==> config.mk <==
export PLATFORM = sky130hd
export DESIGN_NAME = mag_sat_arbiter
export DESIGN_NICKNAME = d
export VERILOG_FILES = /design/src/rtl/mag_sat_pkg.sv /design/src/rtl/rr_grant.sv /design/src/rtl/mag_sat_arbiter.sv
export SDC_FILE = /design/constraint.sdc
export NUM_CORES = 1
export LEC_CHECK = 0
export ABC_CLOCK_PERIOD_IN_PS = 4000
export BUFFER_PORTS_ARGS = -buffer_cell sky130_fd_sc_hd__buf_2
export CAP_MARGIN = 30
export CORE_UTILIZATION = 30
export CTS_CLUSTER_DIAMETER = 150
export DETAILED_ROUTE_END_ITERATION = 10
export PLACE_DENSITY_LB_ADDON = 0.12
export SYNTH_ARGS = -nofsm -noshare
export SYNTH_HDL_FRONTEND = slang
export SYNTH_HIERARCHICAL = 1
export SYNTH_SLANG_ARGS = --single-unit
==> constraint.sdc <==
create_clock -name clk -period 4 [get_ports clk]
set_clock_uncertainty 0.05 [all_clocks]
set_input_delay 0.8 -clock clk [delete_from_list [all_inputs] [get_ports clk]]
set_output_delay 0.8 -clock clk [all_outputs]
set_load 0.02 [all_outputs]
==> src/rtl/mag_sat_pkg.sv <==
// Shared types and the signed-to-pixel magnitude conversion used by mag_sat_arbiter.
//   PIX_MAX  : largest pixel magnitude (255)
//   pix_t    : 8-bit pixel value
//   state_t  : output register occupancy (EMPTY / FULL)
//   sat_mag  : converts a sign-extended value to {sat, magnitude}
package mag_sat_pkg;

  // Widest supported input; callers sign-extend to this width (PRECISION must be < MAX_W).
  localparam int unsigned MAX_W = 64;

  typedef logic [7:0] pix_t;

  localparam pix_t PIX_MAX = 8'd255;

  typedef enum logic {EMPTY, FULL} state_t;

  typedef struct packed {
    logic sat;
    pix_t mag;
  } sat_res_t;

  // |v| clipped to 255. -255 is representable, -256 and beyond clip. Negation happens at
  // MAX_W bits so the most negative PRECISION-bit value cannot overflow.
  function automatic sat_res_t sat_mag(input logic signed [MAX_W-1:0] value);
    sat_res_t res;
    res.sat = 1'b0;
    res.mag = '0;
    if (value > 64'sd255 || value < -64'sd255) begin
      res.sat = 1'b1;
      res.mag = PIX_MAX;
    end else if (value < 64'sd0) begin
      res.mag = pix_t'(-value);
    end else begin
      res.mag = pix_t'(value);
    end
    return res;
  endfunction

endpackage

==> src/rtl/rr_grant.sv <==
// Round-robin one-hot grant: first asserted request at or above the pointer, wrapping.
//   i_req   : request vector
//   i_ptr   : highest-priority index this cycle
//   o_grant : one-hot grant (all zero when no request)
module rr_grant #(
  parameter int unsigned N = 4
) (
  input  logic [N-1:0]         i_req,
  input  logic [$clog2(N)-1:0] i_ptr,
  output logic [N-1:0]         o_grant
);

  logic [2*N-1:0] w_dbl;
  logic [2*N-1:0] w_masked;
  logic           w_found;

  always_comb begin
    w_dbl = {i_req, i_req};
    // Only the lower copy is masked below the pointer; the upper copy provides the wrap.
    for (int j = 0; j < 2 * N; j++) begin
      w_masked[j] = w_dbl[j] & (j >= int'(i_ptr));
    end
    o_grant = '0;
    w_found = 1'b0;
    for (int j = 0; j < 2 * N; j++) begin
      if (!w_found && w_masked[j]) begin
        w_found = 1'b1;
        o_grant[(j < N) ? j : j - N] = 1'b1;
      end
    end
  end

endmodule

==> src/rtl/mag_sat_arbiter.sv <==
// Round-robin arbiter sharing one signed-to-8-bit magnitude/saturation stage between
// N_REQ channels; the result is registered with its channel id.
//   clk, reset            : clock, synchronous active-high reset
//   req_valid/req_data    : per-channel requests, channel i at [i*PRECISION +: PRECISION]
//   req_ready             : one-hot combinational accept
//   out_valid/out_data    : registered magnitude, held while out_valid & !out_ready
//   out_id/out_sat        : source channel, clipped-to-255 flag
//   out_ready             : downstream accept
//   sat_count             : per-channel saturation counters, channel i at [i*CNT_W +: CNT_W]
//                           (present only when MAG_SAT_ARBITER_SAT_COUNT_EN is defined)
module mag_sat_arbiter
  import mag_sat_pkg::*;
#(
  parameter int unsigned N_REQ     = 4,
  parameter int unsigned PRECISION = 16
`ifdef MAG_SAT_ARBITER_SAT_COUNT_EN
  ,
  parameter int unsigned CNT_W     = 16
`endif
) (
  input  logic                         clk,
  input  logic                         reset,
  input  logic [N_REQ-1:0]             req_valid,
  input  logic [N_REQ*PRECISION-1:0]   req_data,
  output logic [N_REQ-1:0]             req_ready,
  output logic                         out_valid,
  output logic [7:0]                   out_data,
  output logic [$clog2(N_REQ)-1:0]     out_id,
  output logic                         out_sat,
`ifdef MAG_SAT_ARBITER_SAT_COUNT_EN
  output logic [N_REQ*CNT_W-1:0]       sat_count,
`endif
  input  logic                         out_ready
);

  localparam int unsigned ID_W = $clog2(N_REQ);

  state_t                       r_state;
  state_t                       w_state_next;
  logic   [ID_W-1:0]            r_ptr;
  logic   [ID_W-1:0]            w_ptr_next;
  pix_t                         r_out_data;
  logic   [ID_W-1:0]            r_out_id;
  logic                         r_out_sat;

  logic                         w_accept_en;
  logic   [N_REQ-1:0]           w_grant;
  logic                         w_xfer;
  logic   [ID_W-1:0]            w_grant_id;
  logic signed [PRECISION-1:0]  w_sel_data;
  logic signed [MAX_W-1:0]      w_sel_ext;
  sat_res_t                     w_conv;

  rr_grant #(
    .N (N_REQ)
  ) u_rr_grant (
    .i_req   (req_valid),
    .i_ptr   (r_ptr),
    .o_grant (w_grant)
  );

  always_comb begin
    w_accept_en = (r_state == EMPTY) | out_ready;
    // Reset gates the grant so nothing is accepted in a reset cycle.
    req_ready   = reset ? '0 : (w_grant & {N_REQ{w_accept_en}});
    w_xfer      = |req_ready;

    w_grant_id = '0;
    w_sel_data = '0;
    for (int i = 0; i < N_REQ; i++) begin
      if (w_grant[i]) begin
        w_grant_id = ID_W'(i);
        w_sel_data = req_data[i*PRECISION +: PRECISION];
      end
    end
    w_sel_ext = {{(MAX_W - PRECISION){w_sel_data[PRECISION-1]}}, w_sel_data};
    w_conv    = sat_mag(w_sel_ext);

    w_state_next = r_state;
    w_ptr_next   = r_ptr;
    if (w_xfer) begin
      w_state_next = FULL;
      w_ptr_next   = (w_grant_id == ID_W'(N_REQ - 1)) ? '0 : w_grant_id + 1'b1;
    end else if (out_ready) begin
      w_state_next = EMPTY;
    end
  end

  always_ff @(posedge clk) begin
    if (reset) begin
      r_state    <= EMPTY;
      r_ptr      <= '0;
      r_out_data <= '0;
      r_out_id   <= '0;
      r_out_sat  <= 1'b0;
    end else begin
      r_state <= w_state_next;
      r_ptr   <= w_ptr_next;
      if (w_xfer) begin
        r_out_data <= w_conv.mag;
        r_out_id   <= w_grant_id;
        r_out_sat  <= w_conv.sat;
      end
    end
  end

  assign out_valid = (r_state == FULL);
  assign out_data  = r_out_data;
  assign out_id    = r_out_id;
  assign out_sat   = r_out_sat;

`ifdef MAG_SAT_ARBITER_SAT_COUNT_EN
  logic [N_REQ*CNT_W-1:0] r_sat_count;

  // Counters stick at all-ones rather than wrapping.
  always_ff @(posedge clk) begin
    if (reset) begin
      r_sat_count <= '0;
    end else if (w_xfer && w_conv.sat) begin
      for (int i = 0; i < N_REQ; i++) begin
        if (req_ready[i] && (r_sat_count[i*CNT_W +: CNT_W] != '1)) begin
          r_sat_count[i*CNT_W +: CNT_W] <= r_sat_count[i*CNT_W +: CNT_W] + 1'b1;
        end
      end
    end
  end

  assign sat_count = r_sat_count;
`endif

endmodule

==> reports/summary.md <==
The clock transition at the registers of the reported paths was 60 ps. Count of nets left with antenna violations after detail routing: 0. The worst max-slew margin expressed relative to the limit came out at 0.592. The number of top-level design ports came out at 87.

In this run, synthesis inferred 0 flip-flops with an integrated enable. For the setup slack on the worst flop-to-flop path, the log shows 1080 ps. The number of antenna violations at the first check in global routing came out at 0. Buffers placed on the I/O ports in this run total 86. The area occupied by multi-input gates was 0.00115 mm².

For the worst-skew pair, the clock arrives at the later sink with an insertion delay of 240 ps. Entering global routing, the biggest net connects 28 pins. For this design the static power due to leakage is 0.000920 µW.

The horizontal extent of the die is 72.9 µm, and the max-slew violation count is 0. Compared with the post-synthesis result, the final layout area differs by 37.6%. The number of clock buffers added by TritonCTS is 3. The logs give 0.315 for the initial standard-cell utilization of the core and 4880 µm for the wire length after detailed routing. Summing all placed instances gives a cell area of 0.00202 mm².

Post-CTS repair changed the size of 0 cells. After the last flow step, the layout net total stands at 367. Detailed placement ended at an HPWL of 3910 µm. The tools report the maximum count of clock buffers along a single path as 2.

Setup violations remaining at the end of the flow were counted as 0. Setup repair after global routing left no endpoint under its margin. OpenSTA, run right after detailed placement, puts the worst setup slack at 561 ps. For this design the ratio of total power to cell area is 326 mW/mm². The tightest hold path in the finished design has a slack of 410 ps.

Synthesis produced a netlist with a net count of 283. The final critical-path share of the clock period came out at 0.788. TritonCTS built the clock tree. The worst endpoint data arrival time is 3270 ps, and the proportion of register bits with asynchronous set or reset after synthesis is 0.

The synthesis warning total is 6, and the sequential-to-total area share from yosys stat is 0.186. The clock tree root buffer cell is sky130_fd_sc_hd__clkbuf_8. Worst hold path startpoint: out_sat. Global routing finished with a remaining overflow of 0.

The logs give 7910 µm for the global-route wire length before repair and 70 for the number of DRC markers in iteration 0. In this run, post-CTS hold repair placed 0 buffers. The filler cells instantiated in the layout total 527. Among all flip-flop cells after synthesis, the most frequent one is sky130_fd_sc_hd__dfxtp_1. The clock drives 14 sinks.

Number of vias per cell after detailed routing: 5.13. In this run the critical register-to-register path is launched from r_ptr[0]. The level count of the clock H-tree was 1. Routability-driven placement finished with a final weighted congestion of 0.837.

The share of the synthesized area in the top cell type came out at 0.186. The startpoint type of the worst setup path was an input pin. Leaving out fill and tap cells, the most frequent cell in the layout is sky130_fd_sc_hd__buf_2.

After floorplanning, the core was divided into 25 placement rows. Total number of vias: 1851. The run finished with clean final reports. In this run the cell area of the synthesized design comes to 0.00151 mm².

Summed over all failing endpoints, the final setup total negative slack is 0 ps. The gate count after technology mapping came out at 211. The type of the worst min-delay path is flip-flop to flip-flop. Dividing the detail-routed wire length by the instance count gives 13.5 µm.

In this run the mean area of a mapped cell was 7.14 µm². Max-cap violations in this run came to 0. The timing-limited maximum frequency is 317 MHz. For the final hold violation count, the log shows 0. The register area is 280 µm². From bottom edge to top edge, the die measures 72.9 µm. IR analysis of the VDD net gives a maximum drop of 232 µV. For the number of global-route vias before repair, the log shows 1721. The floorplan step defined a core boundary enclosing 0.00479 mm². For the global-route usage over all layers, the log shows 0.187.

End of the worst register-to-register path: out_data[0]. The final worst-path setup slack came out at 847 ps. The design draws 676 µW.

For the number of setup buffers added after CTS, the log shows 0. The number of antenna diodes in the final layout is 0. At the worst endpoint, the required time is 4120 ps. The synthesized design spends more area on one cell type than any other, namely sky130_fd_sc_hd__dfxtp_1.

The path with the worst hold slack has its endpoint at out_sat. After routing the design area is 0.00207 mm². Along the worst hold path, the cell count comes to 2. The share of cells above drive strength 1 came out at 0.378. The flop and latch count out of synthesis was 14. Counting distinct cell types in the post-synthesis netlist gives 45. The measured slew at the worst slew-check pin was 611 ps. In the layout the commonest cells are sky130_fd_sc_hd__buf_2, sky130_fd_sc_hd__a21oi_1, sky130_fd_sc_hd__nor2_1. Ranked by total cell area, the synthesized netlist is headed by sky130_fd_sc_hd__dfxtp_1, sky130_fd_sc_hd__a21oi_1, sky130_fd_sc_hd__nand3b_1, sky130_fd_sc_hd__nor2_1, sky130_fd_sc_hd__a2bb2oi_1. The die covers 0.00531 mm².

The smallest clock period supported by the final layout is computed as 3150 ps. The worst setup path is captured at a flip-flop. The peak fanout along the critical path works out to 27.

The count of unresolved DRC violations after routing is 0, and the depth of the worst register-to-register path is 13. The first TritonRoute pass finished after 4 iterations. By startpoint and endpoint, the worst setup path is classified as input pin to flip-flop.
-- cell type report --
type                       count  share of cell area
inverter                       5             0.00905
timing repair buffer          93               0.233
sequential                    14               0.135
multi-input combinational    178               0.556
clock buffer                   4              0.0266
tap                           67              0.0404
-- critical path, cell delays in order --
cell	delay, ps
sky130_fd_sc_hd__buf_2	130
sky130_fd_sc_hd__o21ai_0	160
sky130_fd_sc_hd__a32o_2	510
sky130_fd_sc_hd__nor2_1	140
sky130_fd_sc_hd__and3_1	230
sky130_fd_sc_hd__a21oi_1	230
sky130_fd_sc_hd__ha_1	190
sky130_fd_sc_hd__o21ai_1	60
sky130_fd_sc_hd__nor2_1	100
sky130_fd_sc_hd__a32oi_1	140
sky130_fd_sc_hd__a31oi_4	270
sky130_fd_sc_hd__nor2_4	90
sky130_fd_sc_hd__a211oi_2	200
-- flip-flops by register name (all words and copies together), names as in the netlist --
name       count
r_ptr          2
out_sat        1
out_valid      1
out_id         2
out_data       8
-- where the power goes --
group / total, µW / switching, µW / internal [µW]
combinational: 368 / 214 / 154
clock: 135 / 47.6 / 87.0
sequential: 174 / 13.1 / 161
total: 676 / 274 / 402
-- Yosys cell counts, types with 2 or more instances --
master	n
sky130_fd_sc_hd__o21ai_1	2
sky130_fd_sc_hd__a2bb2oi_1	12
sky130_fd_sc_hd__o22ai_1	6
sky130_fd_sc_hd__buf_2	7
sky130_fd_sc_hd__nor3_1	15
sky130_fd_sc_hd__clkbuf_1	6
sky130_fd_sc_hd__nand2b_1	3
sky130_fd_sc_hd__or2_2	2
sky130_fd_sc_hd__nor2_1	29
sky130_fd_sc_hd__inv_1	4
sky130_fd_sc_hd__and2_1	6
sky130_fd_sc_hd__nand4bb_1	2
sky130_fd_sc_hd__a32oi_1	2
sky130_fd_sc_hd__nand2_1	6
sky130_fd_sc_hd__xor2_1	6
sky130_fd_sc_hd__a211oi_2	5
sky130_fd_sc_hd__nand3b_1	16
sky130_fd_sc_hd__a21oi_1	35
sky130_fd_sc_hd__o211ai_1	4
sky130_fd_sc_hd__nor2b_1	3
sky130_fd_sc_hd__a221oi_1	2
sky130_fd_sc_hd__o21ai_0	2
sky130_fd_sc_hd__dfxtp_1	14
-- routing by layer --
layer,vias to the layer above,track usage,part of all wire
li1,961,-,-
met2,73,0.308,0.44
met3,2,0.0207,0.068
met1,815,0.261,0.49
met5,-,0,0
met4,0,0.0458,0.0043
-- worst max-delay path by stage --
| stage | startpoint | end | slack (ps) |
|---|---|---|---|
| 2_1_floorplan | req_valid[2] | out_data[0] | 860 |
| 3_3_place_gp | req_valid[1] | out_data[0] | 620 |
| 3_5_place_dp | req_valid[1] | out_data[0] | 560 |
| 4_1_cts | req_valid[1] | out_data[0] | 810 |
| 5_1_grt | req_valid[1] | out_sat | 500 |
| 6_report | req_valid[1] | out_data[0] | 850 |
-- logic make-up (layout without fill, tap and decap cells) --
| logic type | Yosys count | after routing | share of synthesized area |
|---|---|---|---|
| XOR/XNOR | 6 | 6 | 0.0349 |
| adder cells (fa/ha/maj) | 1 | 1 | 0.00830 |
| AND/OR/NAND/NOR | 91 | 91 | 0.341 |
| buffers and inverters | 19 | 102 | 0.0540 |
| AO/OA/AOI/OAI | 80 | 80 | 0.375 |
| flip-flops | 14 | 14 | 0.186 |
-- through the flow --
step	std cells	utilization
2_1_floorplan	211	-
3_3_place_gp	357	0.422
3_5_place_dp	357	0.422
4_1_cts	361	0.433
5_1_grt	361	0.433
6_report	361	0.433
(Power assumes the default switching activity.)
